File: src/rtl/vga_pkg.sv
// Shared VGA pixel types, default image geometry and the RGB444 -> RGB888 expansion.
// Used by the frame reader, the serial writer and the dither block.
package vga_pkg;

    localparam int IMG_W_DEF  = 640;
    localparam int IMG_H_DEF  = 480;
    localparam int ADDR_W_DEF = 19;

    typedef struct packed {
        logic [3:0] r;
        logic [3:0] g;
        logic [3:0] b;
    } rgb444_t;

    typedef struct packed {
        logic [7:0] r;
        logic [7:0] g;
        logic [7:0] b;
    } rgb888_t;

    typedef enum logic {
        WAIT_FRAME = 1'b0,
        ACTIVE     = 1'b1
    } rd_state_e;

    // Replicating the nibble maps 0x0 -> 0x00 and 0xF -> 0xFF exactly.
    function automatic logic [7:0] expand4to8(input logic [3:0] n);
        return {n, n};
    endfunction

    function automatic rgb888_t expand_rgb(input rgb444_t p);
        rgb888_t o;
        o.r = expand4to8(p.r);
        o.g = expand4to8(p.g);
        o.b = expand4to8(p.b);
        return o;
    endfunction

endpackage

File: src/rtl/frame_reader_expand_if.sv
// Frame-buffer read port: address and read strobe out, RGB444 word back one cycle later.
interface frame_reader_expand_if #(
    parameter int ADDR_W = 19
);
    logic [ADDR_W-1:0] mem_addr;
    logic              mem_rd_en;
    logic [11:0]       mem_data;

    modport master (output mem_addr, output mem_rd_en, input mem_data);
    modport slave  (input mem_addr, input mem_rd_en, output mem_data);
endinterface

File: src/rtl/fb_addr_gen.sv
// Frame-buffer read address counter with wrap detection and sticky overrun flag.
// With PIXEL_DOUBLE_EN defined each stored pixel is read for a 2x2 display block.
module fb_addr_gen
    import vga_pkg::*;
#(
    parameter int IMG_W  = IMG_W_DEF,
    parameter int IMG_H  = IMG_H_DEF,
    parameter int ADDR_W = ADDR_W_DEF
) (
    input  logic              clk,
    input  logic              rst,
    input  logic              clear,
    input  logic              advance,
`ifdef PIXEL_DOUBLE_EN
    input  logic              line_end,
`endif
    output logic [ADDR_W-1:0] addr,
    output logic              overrun
);

    localparam logic [ADDR_W-1:0] LAST_ADDR = ADDR_W'(IMG_W * IMG_H - 1);

    logic [ADDR_W-1:0] cnt_q, cnt_d, cnt_inc_s;
    logic              ovr_q, ovr_d, at_last_s;
`ifdef PIXEL_DOUBLE_EN
    logic              col_q, col_d, par_q, par_d;
    logic [ADDR_W-1:0] base_q, base_d;
`endif

    // Next counter value: clear beats advance; wrap at the last stored pixel.
    always_comb begin
        at_last_s = (cnt_q == LAST_ADDR);
        cnt_inc_s = at_last_s ? '0 : cnt_q + ADDR_W'(1);
        cnt_d     = cnt_q;
        ovr_d     = ovr_q;
`ifdef PIXEL_DOUBLE_EN
        col_d     = col_q;
        par_d     = par_q;
        base_d    = base_q;
`endif
        if (clear) begin
            cnt_d  = '0;
            ovr_d  = 1'b0;
`ifdef PIXEL_DOUBLE_EN
            base_d = '0;
            par_d  = 1'b0;
            col_d  = 1'b0;
`endif
        end else if (advance) begin
`ifdef PIXEL_DOUBLE_EN
            if (col_q) begin
                cnt_d = cnt_inc_s;
                ovr_d = ovr_q | at_last_s;
                col_d = 1'b0;
            end else begin
                col_d = 1'b1;
            end
`else
            cnt_d = cnt_inc_s;
            ovr_d = ovr_q | at_last_s;
`endif
        end
`ifdef PIXEL_DOUBLE_EN
        // Even display line replays the stored line; odd line commits the new start.
        else if (line_end) begin
            if (par_q) begin
                base_d = cnt_q;
            end else begin
                cnt_d = base_q;
            end
            par_d = ~par_q;
            col_d = 1'b0;
        end
`endif
        else begin
            cnt_d = cnt_q;
        end
    end

    always_ff @(posedge clk or posedge rst) begin
        if (rst) begin
            cnt_q  <= '0;
            ovr_q  <= 1'b0;
`ifdef PIXEL_DOUBLE_EN
            col_q  <= 1'b0;
            par_q  <= 1'b0;
            base_q <= '0;
`endif
        end else begin
            cnt_q  <= cnt_d;
            ovr_q  <= ovr_d;
`ifdef PIXEL_DOUBLE_EN
            col_q  <= col_d;
            par_q  <= par_d;
            base_q <= base_d;
`endif
        end
    end

    assign addr    = cnt_q;
    assign overrun = ovr_q;

endmodule

File: src/rtl/frame_reader_expand.sv
// Raster-order frame-buffer reader: issues reads during `visible` and expands RGB444 to RGB888
// with a fixed 2-cycle latency. Optional macro PIXEL_DOUBLE_EN enables 2x2 pixel doubling.
module frame_reader_expand
    import vga_pkg::*;
#(
    parameter int IMG_W  = IMG_W_DEF,
    parameter int IMG_H  = IMG_H_DEF,
    parameter int ADDR_W = ADDR_W_DEF
) (
    input  logic                  clk,
    input  logic                  rst,
    input  logic                  visible,
    input  logic                  frame_start,
    frame_reader_expand_if.master mem,
    output logic [7:0]            r_out,
    output logic [7:0]            g_out,
    output logic [7:0]            b_out,
    output logic                  pix_valid,
    output logic                  frame_overrun
);

    rd_state_e         state_q, state_d;
    logic              rd_en_s;
    logic              rd_dly_q, rd_dly_d;
    logic              pix_valid_q, pix_valid_d;
    rgb888_t           rgb_q, rgb_d;
    logic [ADDR_W-1:0] addr_s;

    // Reads are issued only once a frame has started; a frame_start cycle never reads.
    always_comb begin
        state_d = state_q;
        rd_en_s = 1'b0;
        case (state_q)
            WAIT_FRAME: begin
                if (frame_start) begin
                    state_d = ACTIVE;
                end else begin
                    state_d = WAIT_FRAME;
                end
            end
            ACTIVE: begin
                state_d = ACTIVE;
                if (visible && !frame_start) begin
                    rd_en_s = 1'b1;
                end else begin
                    rd_en_s = 1'b0;
                end
            end
            default: begin
                state_d = WAIT_FRAME;
                rd_en_s = 1'b0;
            end
        endcase
    end

    // Stage 1 tracks the outstanding read; stage 2 registers the expanded pixel or black.
    always_comb begin
        rd_dly_d    = rd_en_s;
        pix_valid_d = rd_dly_q;
        if (rd_dly_q) begin
            rgb_d = expand_rgb(rgb444_t'(mem.mem_data));
        end else begin
            rgb_d = '0;
        end
    end

    always_ff @(posedge clk or posedge rst) begin
        if (rst) begin
            state_q     <= WAIT_FRAME;
            rd_dly_q    <= 1'b0;
            pix_valid_q <= 1'b0;
            rgb_q       <= '0;
        end else begin
            state_q     <= state_d;
            rd_dly_q    <= rd_dly_d;
            pix_valid_q <= pix_valid_d;
            rgb_q       <= rgb_d;
        end
    end

`ifdef PIXEL_DOUBLE_EN
    logic vis_q, vis_d;
    logic line_end_s;

    always_comb begin
        vis_d      = visible;
        line_end_s = (state_q == ACTIVE) && vis_q && !visible;
    end

    always_ff @(posedge clk or posedge rst) begin
        if (rst) begin
            vis_q <= 1'b0;
        end else begin
            vis_q <= vis_d;
        end
    end
`endif

    fb_addr_gen #(
        .IMG_W  (IMG_W),
        .IMG_H  (IMG_H),
        .ADDR_W (ADDR_W)
    ) u_addr_gen (
        .clk      (clk),
        .rst      (rst),
        .clear    (frame_start),
        .advance  (rd_en_s),
`ifdef PIXEL_DOUBLE_EN
        .line_end (line_end_s),
`endif
        .addr     (addr_s),
        .overrun  (frame_overrun)
    );

    assign mem.mem_addr  = addr_s;
    assign mem.mem_rd_en = rd_en_s;
    assign r_out         = rgb_q.r;
    assign g_out         = rgb_q.g;
    assign b_out         = rgb_q.b;
    assign pix_valid     = pix_valid_q;

endmodule

File: src/flat_wrapper.sv
// flat-port wrapper written by rule: the top's interface ports become plain ports
module frame_reader_expand_flat import vga_pkg::*;
#(
    parameter int IMG_W  = IMG_W_DEF,
    parameter int IMG_H  = IMG_H_DEF,
    parameter int ADDR_W = ADDR_W_DEF
)
  (clk, rst, visible, frame_start, r_out, g_out, b_out, pix_valid, frame_overrun, mem_mem_addr, mem_mem_rd_en, mem_mem_data);
  frame_reader_expand_if #(.ADDR_W(ADDR_W)) mem_i ();
  input  logic clk;
  input  logic rst;
  input  logic visible;
  input  logic frame_start;
  output logic [7:0] r_out;
  output logic [7:0] g_out;
  output logic [7:0] b_out;
  output logic pix_valid;
  output logic frame_overrun;
  output wire logic [$bits(mem_i.mem_addr)-1:0] mem_mem_addr;
  output wire logic [$bits(mem_i.mem_rd_en)-1:0] mem_mem_rd_en;
  input wire logic [$bits(mem_i.mem_data)-1:0] mem_mem_data;
  assign mem_mem_addr = mem_i.mem_addr;
  assign mem_mem_rd_en = mem_i.mem_rd_en;
  assign mem_i.mem_data = mem_mem_data;
  frame_reader_expand #(.IMG_W(IMG_W), .IMG_H(IMG_H), .ADDR_W(ADDR_W)) u_core (.clk(clk), .rst(rst), .visible(visible), .frame_start(frame_start), .mem(mem_i), .r_out(r_out), .g_out(g_out), .b_out(b_out), .pix_valid(pix_valid), .frame_overrun(frame_overrun));
endmodule
File: config.mk
export PLATFORM = sky130hd
export DESIGN_NAME = frame_reader_expand_flat
export DESIGN_NICKNAME = d
export VERILOG_FILES = /design/src/rtl/vga_pkg.sv /design/src/rtl/frame_reader_expand_if.sv /design/src/rtl/fb_addr_gen.sv /design/src/rtl/frame_reader_expand.sv /design/src/flat_wrapper.sv
export SDC_FILE = /design/constraint.sdc
export NUM_CORES = 1
export LEC_CHECK = 0
export CELL_PAD_IN_SITES_DETAIL_PLACEMENT = 0
export CELL_PAD_IN_SITES_GLOBAL_PLACEMENT = 1
export CORE_MARGIN = 2
export CORE_UTILIZATION = 34
export CTS_BUF_LIST = sky130_fd_sc_hd__clkbuf_4
export CTS_CLUSTER_SIZE = 14
export DETAILED_ROUTE_END_ITERATION = 7
export HOLD_SLACK_MARGIN = 0.05
export PLACE_DENSITY_LB_ADDON = 0.1
export SLEW_MARGIN = 5
export SYNTH_ARGS = -nofsm -noshare
export SYNTH_HDL_FRONTEND = slang
export SYNTH_HIERARCHICAL = 1
export SYNTH_SLANG_ARGS = --single-unit
File: constraint.sdc
create_clock -name clk -period 2.5 [get_ports clk]
set_input_delay 0.25 -clock clk [delete_from_list [all_inputs] [get_ports clk]]
set_output_delay 0.25 -clock clk [all_outputs]
set_load 0.03 [all_outputs]
### After elaboration in Yosys (flattened, before gate mapping)

Index checks and enable logic that the tools add are counted.

| cells by class | value |
|---|---|
| multiply operators | 0 |
| reduce and logical (&&, ||, !) cells | 3 |
| $lt $le $gt $ge | 0 |
| equal/unequal tests | 1 |
| add/subtract/negate cells | 1 |
| divide/modulo/power cells | 0 |
| mux-type cells | 10 |
| shift operators | 0 |
| bitwise operators | 2 |

Operator list:

| cell | count |
|---|---|
| $mux 19 | 3 |
| $mux 24 | 1 |
| $add 19x1->19 const B | 1 |
| $eq 19x19->1 const B | 1 |
| $mux 1 | 5 |
| $pmux 1 s2 | 1 |
| $reduce_bool 2->1 | 1 |
| $logic_and 1x1->1 | 1 |
| $logic_not 1->1 | 1 |
| $not 1->1 | 1 |
| $or 1x1->1 | 1 |

| storage, ports and cells | value |
|---|---|
| memories kept | 0 |
| bits in read-only memories | 0 |
| bits in registers | 47 |
| logic and storage cells | 25 |
| RAM bits | 0 |
| output and inout port bits | 46 |
| latch bits | 0 |

### Longest topological paths before layout

Gate-level depths: netlist of run 1.

| logic depth | value |
|---|---|
| word-level depth | 6 |
| mapped depth | 6 |

### Modules after synthesis

Netlist of run 1, hierarchy kept.

By module, submodules not included:

| module | cells each | seq. area each (sq um) | instances | area each (sq um) |
|---|---|---|---|---|
| fb_addr_gen | 113 | 500.5 | 1 | 1061.0 |
| frame_reader_expand | 43 | 375.4 | 1 | 580.6 |

### Worst setup path after synthesis of run 1

OpenSTA, ideal clock, no wires.

| timing path | value |
|---|---|
| path kind | register to register |
| start point | register u_core.u_addr_gen.cnt_q[0], in the netlist u_core/u_addr_gen/addr[0] |
| end point | register u_core.u_addr_gen.cnt_q[12], in the netlist u_core/u_addr_gen/addr[12] |
| path buffers | 1 |
| library setup time | 0.126 ns |
| stages on the path, launching flop included | 7 |
| slack | 0.321 ns |
| arrival time | 2.053 ns |
| path through | dfrtp_1 > ha_1 > nand4_2 > or4b_1 > o31ai_4 > buf_6 > a21oi_1 |

| between the ends | value |
|---|---|
| word-level cells in the longest chain between the ends | 4 |
| elaborated cells between the ends (all ways) | 5 |

Ends and longest elaborated chain:

| element | RTL line | source |
|---|---|---|
| start, declared | fb_addr_gen.sv:23 | `logic [ADDR_W-1:0] cnt_q, cnt_d, cnt_inc_s;` |
| start signal, assigned | fb_addr_gen.sv:90 | `cnt_q <= cnt_d;` |
| $add 19x1->19 / $eq 19x19->1 (equally long branches) | fb_addr_gen.sv:33, fb_addr_gen.sv:32 |  |
| $mux 19 (*) | fb_addr_gen.sv:33 | `cnt_inc_s = at_last_s ? '0 : cnt_q + ADDR_W'(1);` |
| $mux 19 (*) | fb_addr_gen.sv:49 | `end else if (advance) begin` |
| $mux 19 (*) | fb_addr_gen.sv:41 | `if (clear) begin` |

Every way passes the cells marked *; elsewhere a longest branch is shown, timed or not. The select of a mux whose other input is x is not followed.
A chain may end at the register's enable or synchronous reset.

### Final worst setup path of run 1

| timing path | value |
|---|---|
| start point | register u_core.u_addr_gen.cnt_q[0], in the netlist u_core/u_addr_gen/addr[0] |
| end point | register u_core.u_addr_gen.cnt_q[5], in the netlist u_core/u_addr_gen/addr[5] |

Same word-level chain as after synthesis.

==> flow_summary.json, run 1 <==
{
  "outcome": "finished clean",
  "fill_cells": 471,
  "critPathMaxStageDelay_ps": 600,
  "synth_top_area_share_pct": 53.35,
  "fin_crit_sh_pct": 85.09,
  "htreeDepth": 2,
  "core-area_mm2": 0.004692,
  "arrival_ps": 2340,
  "clock_sinks": 35,
  "fin_skew_ps": 11.50,
  "synth_common_cells": "dfrtp_1, nand2_1, nor2_1",
  "timing.fmax_mhz": 470.1,
  "wirelength_um": 3536,
  "drive_gt1_share_pct": 11.74,
  "hold_viol": 0,
  "nets": 229,
  "fin_setup_tns_ps": 0,
  "critPathMaxFanout": 16,
  "synth_cells": 156,
  "drtIter0Drc": 36,
  "critPathKind": "flop to flop",
  "setup_ws_ps": 372.8,
  "seq_area_um2": 875.8,
  "cts_tree": "built",
  "power.total_mw": 1.106,
  "place_ws_ps": 216.3,
  "worst_hold_slack_ps": 276.4,
  "grt_use_total_pct": 14.19,
  "synth_area_leaders": "dfrtp_1, buf_4, and2_2, xnor2_1, a21oi_1",
  "clkSlewWorstSetupHoldPaths_ps": 110,
  "period_needed_ps": 2127,
  "wl_per_cell_um": 13.24,
  "clock-root-buffer": "clkbuf_4",
  "initial_core_util_pct": 34.99,
  "cp-start-kind": "flop",
  "clock_path_buffers": 2,
  "grt_pass1_wl_um": 5844,
  "diodes": 0,
  "setup_viol": 0,
  "ir_worst_vdd_uv": 248.4,
  "ant_nets": 0,
  "ctsHoldBuffers": 0,
  "port-buffer-count": 61,
  "rows": 25,
  "drc": 0,
  "die_y_um": 73.49,
  "end_kind": "flop",
  "grt_antenna_before_repair": 0,
  "via_per_inst": 4.921,
  "vias": 1314,
  "place_congestion": 0.7404,
  "dr.pass1.iters": 4,
  "ys_ff_latch": 35,
  "multi_input_area_um2": 625.6,
  "rsz0062_at_grt": "no",
  "dieArea_mm2": 0.005400,
  "synth_enable_flop_cells": 0,
  "grt_pass1_vias": 1268,
  "dp_hpwl_um": 2717,
  "synth_largest_area_cell": "dfrtp_1",
  "cp.required_ps": 2720,
  "grt_overflow": 0,
  "ys_seq_area_share_pct": 53.35,
  "leakagePower_nw": 0.9126,
  "synthesis.area_mm2": 0.001642,
  "synth_cell_type_count": 35,
  "synth_top_flop_cell": "dfrtp_1",
  "dieWidth_um": 73.49,
  "areaGrowthSynthToFinish_pct": 40.17,
  "cts_resized": 0,
  "post_cts_buffers": 0,
  "p_per_area_mw_per_mm2": 480.8,
  "holdCritPathClass": "input pin to asynchronous set/reset pin",
  "utilization_pct": 49.04,
  "synth.avg_cell_area_um2": 10.52,
  "crit_slowest_cell": "or4b_1",
  "relSlewSlack_pct": 48.55,
  "maxCapViolations": 0,
  "clock_latency_ps": 330,
  "cts_buffers": 5,
  "yosysWarnings": 6,
  "slew_viol_final": 0,
  "tightestPinTransition_ps": 770.9,
  "synthArstFlopShare_pct": 100.0,
  "syn-num-nets": 173,
  "path_cells": "ha_1 -> nand4_2 -> or4b_1 -> o31ai_4 -> buf_4 -> nor2_1",
  "ios": 62,
  "yosysMostFrequentCell": "dfrtp_1",
  "grt_max_degree": 21
}
==> cell families after synthesis <==
logic type | after synthesis | share of synthesized area (%)
and+or+nand+nor | 65 | 23.09
DFF | 35 | 53.35
AOI/OAI and AO/OA | 26 | 9.985
buffers and inverters | 21 | 8.536
xor gates and xnor gates | 8 | 4.268
adders and majority gates | 1 | 0.7621
==> metrics by stage <==
| stage | std cells | instance area, µm² |
|---|---|---|
| 2_1_floorplan | 156 | 1642 |
| 4_1_cts | 267 | 2301 |
| 6_report | 267 | 2301 |
| 5_1_grt | 267 | 2301 |
| 3_5_place_dp | 259 | 2225 |
| 3_3_place_gp | 259 | 2225 |
==> area by class of cell <==
class | count | area share [%]
sequential | 35 | 38.06
timing repair buffer | 64 | 27.51
multi-input combinational | 100 | 27.19
tap | 54 | 2.936
clock inverter | 3 | 1.686
clock buffer | 5 | 1.631
inverter | 6 | 0.9788
==> cells in the final DEF (no fill, tap or decap), drive strengths merged, types with 3 or more instances in the layout <==
master,synthesis,routed
or4,3,3
nand3,3,3
nand2,13,13
a21oi,11,11
o21ai,9,9
clkdlybuf4s50,0,61
clkbuf,0,5
or3,7,7
inv,6,6
nor2,13,13
nand4,4,4
dfrtp,35,35
and2,12,12
nor3,3,3
xnor2,6,6
buf,15,3
==> worst max-delay path, delay by kind of cell, from the launching register on <==
family                     cells  cell delay (ps)
AOI/OAI and AO/OA              1              200
buffers and inverters          1              250
DFF                            1              450
and+or+nand+nor                3              850
adders and majority gates      1              250
==> where the power goes <==
| group | switching (mW) | internal [mW] |
|---|---|---|
| clock | 0.181 | 0.206 |
| combinational | 0.0726 | 0.0620 |
| sequential | 0.00828 | 0.576 |
==> state kept, by name, indices dropped and copies added, names as in the netlist <==
register,count
u_core/pix_valid_d,1
u_core/b_out,4
u_core/g_out,4
u_core/u_addr_gen/addr,19
u_core/state_q,1
u_core/r_out,4
u_core/pix_valid,1
u_core/u_addr_gen/overrun,1
==> routing by layer <==
metal	global-route usage, %	wire length, µm	share of wire [%]
met1	16.01	1460	41
met2	24.90	1784	50
met3	4.801	257	7.3
met4	4.848	33	0.93
met5	0	0	0
==> worst paths after layout <==
check	slack, ps	end	cells past startpoint	startpoint
min in group clk	480	u_core/state_q	1	u_core/state_q
hold / removal	280	u_core/g_out[4]	2	rst
setup / recovery	370	u_core/u_addr_gen/addr[5]	6	u_core/u_addr_gen/addr[0]
hold reg to reg	480	u_core/state_q	1	u_core/state_q
setup reg to reg	370	u_core/u_addr_gen/addr[5]	6	u_core/u_addr_gen/addr[0]
max in group asynchronous	1640	u_core/u_addr_gen/addr[11]	2	rst
(Power assumes the default switching activity.)
==> run 2: changes to the inputs <==
Settings changed: CORE_MARGIN 2 to 3, RECOVER_POWER set to 100.
==> run 2 against run 1 <==
Effect of this change:
- hold slack improved by 130 ps
- maximum frequency fell by 6.8%
- clock power rose by 2%
- register-to-register slack got worse by 100 ps
==> flow_summary.json, run 2 (synthesis results as in run 1) <==
{
  "outcome": "finished clean",
  "fin_crit_sh_pct": 91.30,
  "grt_overflow": 0,
  "post_cts_buffers": 0,
  "port-buffer-count": 61,
  "placed_cell_area_mm2": 0.002222,
  "layout_common_cells": "dlygate4sd3_1, dfrtp_1, clkdlybuf4s50_1, nand2_1, nor2_1",
  "final_common_cell": "dlygate4sd3_1",
  "path_cells": "dlygate4sd3_1 -> and3b_1 -> clkbuf_1 -> clkdlybuf4s50_1",
  "cts_tree": "built",
  "drtIter0Drc": 40,
  "grt_antenna_before_repair": 0,
  "clock_latency_ps": 340,
  "leakagePower_nw": 1.032,
  "cts_resized": 0,
  "ctsHoldBuffers": 0,
  "tightestPinTransition_ps": 796.8,
  "initial_core_util_pct": 36.44,
  "hold_viol": 0,
  "grt_pass1_vias": 1259,
  "rsz0062_at_grt": "no",
  "ir_worst_vdd_uv": 203.4,
  "maxCapViolations": 0,
  "dieArea_mm2": 0.005698,
  "holdCritPathClass": "input pin to asynchronous set/reset pin",
  "drive_gt1_share_pct": 10.33,
  "core-area_mm2": 0.004504,
  "ios": 62,
  "utilization_pct": 50.72,
  "areaGrowthSynthToFinish_pct": 39.18,
  "wl_per_cell_um": 13.88,
  "reg2reg_slack_ps": 270,
  "grt_use_total_pct": 14.15,
  "rows": 24,
  "wirelength_um": 3677,
  "crit_slowest_cell": "clkdlybuf4s50_1",
  "setup_viol": 0,
  "timing.fmax_mhz": 438.1,
  "ant_nets": 0,
  "largest_register_ff_count": 19,
  "nets": 229,
  "critPathKind": "input pin to output pin",
  "period_needed_ps": 2282,
  "end_kind": "output pin",
  "die_y_um": 75.49,
  "cp.required_ps": 2250,
  "relSlewSlack_pct": 46.82,
  "fill_cells": 434,
  "fin_setup_tns_ps": 0,
  "cts_buffers": 5,
  "critPathMaxStageDelay_ps": 720,
  "dp_hpwl_um": 2700,
  "worst_hold_slack_ps": 404.1,
  "grt_pass1_wl_um": 6003,
  "fin_skew_ps": 6.263,
  "drc": 0,
  "htreeDepth": 2,
  "p_per_area_mw_per_mm2": 483.7,
  "clock_sinks": 35,
  "place_congestion": 0.7740,
  "clock_path_buffers": 2,
  "slew_viol_final": 0,
  "via_per_inst": 4.868,
  "dr.pass1.iters": 4,
  "arrival_ps": 2030,
  "cp-start-kind": "input pin",
  "diodes": 0,
  "critPathMaxFanout": 6,
  "vias": 1290,
  "final_area_mm2": 0.002285,
  "clock-root-buffer": "clkbuf_4",
  "grt_max_degree": 21,
  "power.total_mw": 1.105,
  "clkSlewWorstSetupHoldPaths_ps": 110,
  "dieWidth_um": 75.49
}
==> run 2: layer usage <==
layer	global-route usage [%]	wire [µm]	up-vias	share of wire (%)
met5	0	0	-	0
met4	5.825	51	0	1.4
met3	4.617	233	4	6.3
met2	22.63	1763	47	48
met1	17.65	1628	595	44
li1	-	-	644	-
==> run 2: layout make-up <==
type	instances	area, µm²	share of cell area, %
flip-flops and latches	35	875.8	38.34
repair buffers	64	625.6	27.38
multi-input cells	100	619.3	27.11
well taps	52	65.06	2.848
clock inverters	3	38.79	1.698
clock buffers	5	37.54	1.643
inverters	6	22.52	0.9858
==> run 2: path summary, 6_finish.rpt <==
path / end / startpoint / depth (start not counted)
max in group asynchronous: u_core/u_addr_gen/addr[2] / rst / 2
max: mem_mem_rd_en / frame_start / 4
min in group clk: u_core/state_q / u_core/state_q / 1
min: u_core/b_out[6] / rst / 2
max reg2reg: u_core/u_addr_gen/addr[5] / u_core/u_addr_gen/addr[0] / 6
min reg2reg: u_core/state_q / u_core/state_q / 1
==> run 2: critical path, delay by kind of cell <==
family,cells,cell delay [ps]
buf+inv,3,1520
simple gates,1,270
==> run 2: metrics by stage <==
| stage | std cells | worst slack (ps) |
|---|---|---|
| 3_3_place_gp | 257 | 311.0 |
| 2_1_floorplan | 156 | 321.0 |
| 4_1_cts | 265 | 322.4 |
| 6_report | 265 | 217.6 |
| 3_5_place_dp | 257 | 249.2 |
| 5_1_grt | 265 | 106.0 |
==> run 2: power by group <==
group	switching (mW)	internal (mW)	leakage [nW]
logic	0.0721	0.0532	0.515
registers	0.00755	0.576	0.475
clock network	0.190	0.206	0.0426
total	0.270	0.835	1.03
==> run 3: changes to the inputs <==
Settings changed: CORE_ASPECT_RATIO set to 0.7, RECOVER_POWER 100 to 25.
==> run 3 against run 2 <==
Effect of this change:
- wire length increased by 9.4%
- count of clock-buffer cells in the layout increased by 2
- combinational power increased by 6%
- non-clock buffer count increased by 1
- global-route usage increased by 1.0 points
- sequential power about the same
- via count increased by 4.8%
- total power decreased by 6.4%
- utilization about the same
- critical path type is now flop to flop
- highest routed layer unchanged
==> flow_summary.json, run 3 (synthesis results as in run 1) <==
{
  "outcome": "finished clean",
  "rows": 20,
  "grt_use_met2_pct": 21.48,
  "arrival_ps": 2380,
  "via_per_inst": 5.026,
  "clock_sinks": 35,
  "cts_buffers": 5,
  "slew_viol_final": 0,
  "clock_path_buffers": 2,
  "multi_input_area_um2": 625.6,
  "relSlewSlack_pct": 45.36,
  "place_congestion": 0.7825,
  "drive_gt1_share_pct": 11.68,
  "drc": 0,
  "grt_pass1_wl_um": 6561,
  "vias": 1352,
  "drtIter0Drc": 74,
  "port-buffer-count": 61,
  "r2r-start": "u_core/u_addr_gen/addr[0]",
  "tightestPinTransition_ps": 818.7,
  "ctsHoldBuffers": 0,
  "die_y_um": 64.14,
  "layout_common_cells": "clkdlybuf4s50_1, dfrtp_1, nand2_1, nor2_1, a21oi_1",
  "dr.pass1.iters": 4,
  "grt_antenna_before_repair": 0,
  "utilization_pct": 50.69,
  "cp-start-kind": "flop",
  "reg2reg_slack_ps": 340,
  "grt_use_total_pct": 15.19,
  "period_needed_ps": 2159,
  "htreeDepth": 2,
  "final_common_cell": "clkdlybuf4s50_1",
  "ios": 62,
  "grt_max_degree": 21,
  "cp.required_ps": 2720,
  "path_cells": "ha_1 -> nand4_2 -> or4b_1 -> o31ai_4 -> buf_4 -> nor2_1",
  "dieWidth_um": 89.05,
  "busiest_layer": "met1",
  "crit_slowest_cell": "or4b_1",
  "dieArea_mm2": 0.005711,
  "post_cts_buffers": 0,
  "fill_cells": 421,
  "diodes": 0,
  "r2r_end": "u_core/u_addr_gen/addr[8]",
  "dp_hpwl_um": 3071,
  "core-area_mm2": 0.004504,
  "hold_viol": 0,
  "nets": 230,
  "initial_core_util_pct": 36.44,
  "use_met3_pct": 5.155,
  "critPathMaxStageDelay_ps": 640,
  "grt_pass1_vias": 1324,
  "cts_resized": 0,
  "areaGrowthSynthToFinish_pct": 39.10,
  "clock-root-buffer": "clkbuf_4",
  "wl_per_cell_um": 14.95,
  "maxCapViolations": 0,
  "leakagePower_nw": 0.9021,
  "cts_tree": "built",
  "fin_skew_ps": 7.251,
  "grt_overflow": 0,
  "largest_register_ff_count": 19,
  "clkSlewWorstSetupHoldPaths_ps": 110,
  "fin_setup_tns_ps": 0,
  "critPathKind": "flop to flop",
  "setup_viol": 0,
  "reg2reg_depth": 6,
  "ir_worst_vdd_uv": 266.0,
  "seq_area_um2": 875.8,
  "clock_latency_ps": 330,
  "ant_nets": 0,
  "end_kind": "flop",
  "timing.fmax_mhz": 463.2,
  "grt_use_met1_pct": 22.17,
  "p_per_area_mw_per_mm2": 453.1,
  "critPathMaxFanout": 16,
  "rsz0062_at_grt": "no",
  "holdCritPathClass": "input pin to asynchronous set/reset pin",
  "fin_crit_sh_pct": 86.36,
  "wirelength_um": 4022
}
run 3: cell types whose count changed in the layout (fill, tap and decap cells not counted), sizes merged:
cell           delta
buf               +1
dlygate4sd3      -46
bufinv            -1
clkdlybuf4s50    +46
clkinv            -1
clkbuf            +2
run 3: critical path: cells and delay by family (launching register included):
family / cells / cell delay [ps]
adder cells (fa/ha/maj): 1 / 240
flip-flops: 1 / 460
buffers and inverters: 1 / 250
AND/OR/NAND/NOR: 3 / 890
AO/OA/AOI/OAI: 1 / 210
run 3: per-layer routing:
| layer | vias to the layer above | share of wire [%] | wire, µm |
|---|---|---|---|
| li1 | 641 | - | - |
| met1 | 658 | 49 | 1978 |
| met2 | 48 | 43 | 1720 |
| met3 | 5 | 7.3 | 293 |
| met4 | 0 | 0.72 | 29 |
| met5 | - | 0 | 0 |
run 3: worst max-delay path by stage:
stage	startpoint	endpoint	slack (ps)	depth (start not counted)
2_1_floorplan	u_core/u_addr_gen/addr[0]	u_core/u_addr_gen/addr[12]	320	6
3_3_place_gp	frame_start	u_core/u_addr_gen/addr[14]	380	6
3_5_place_dp	frame_start	u_core/u_addr_gen/addr[16]	340	6
4_1_cts	u_core/u_addr_gen/addr[0]	u_core/u_addr_gen/addr[8]	330	6
5_1_grt	u_core/u_addr_gen/addr[0]	u_core/u_addr_gen/addr[15]	230	6
6_report	u_core/u_addr_gen/addr[0]	u_core/u_addr_gen/addr[8]	340	6
run 3: where the power goes:
group / switching (mW) / internal, mW / leakage [nW]
registers: 0.00901 / 0.576 / 0.475
logic: 0.0733 / 0.0600 / 0.391
clock network: 0.184 / 0.131 / 0.0361
total: 0.267 / 0.768 / 0.902
run 3: metrics by stage:
stage | instances | total power, mW | hold WS [ps] | cell area, µm² | setup WS (ps)
after global routing | 269 | 1.097 | 452.1 | 2283 | 225.5
after global placement | 261 | 0.7317 | 454.6 | 2233 | 378.2
after detailed placement | 261 | 0.7342 | 450.5 | 2233 | 344.5
after CTS | 269 | 1.060 | 303.1 | 2291 | 330.6
final | 269 | 1.035 | 426.1 | 2283 | 341.0
after floorplan | 156 | 0.6728 | 151.5 | 1642 | 321.0
run 3: area by class of cell:
cell class                      instances  area share, %
Clock buffer                            7          2.301
Timing Repair Buffer                   65          27.73
Sequential cell                        35          38.36
Inverter                                6         0.9863
Tap cell                               55          3.014
Clock inverter                          1         0.2192
Multi-Input combinational cell        100          27.40
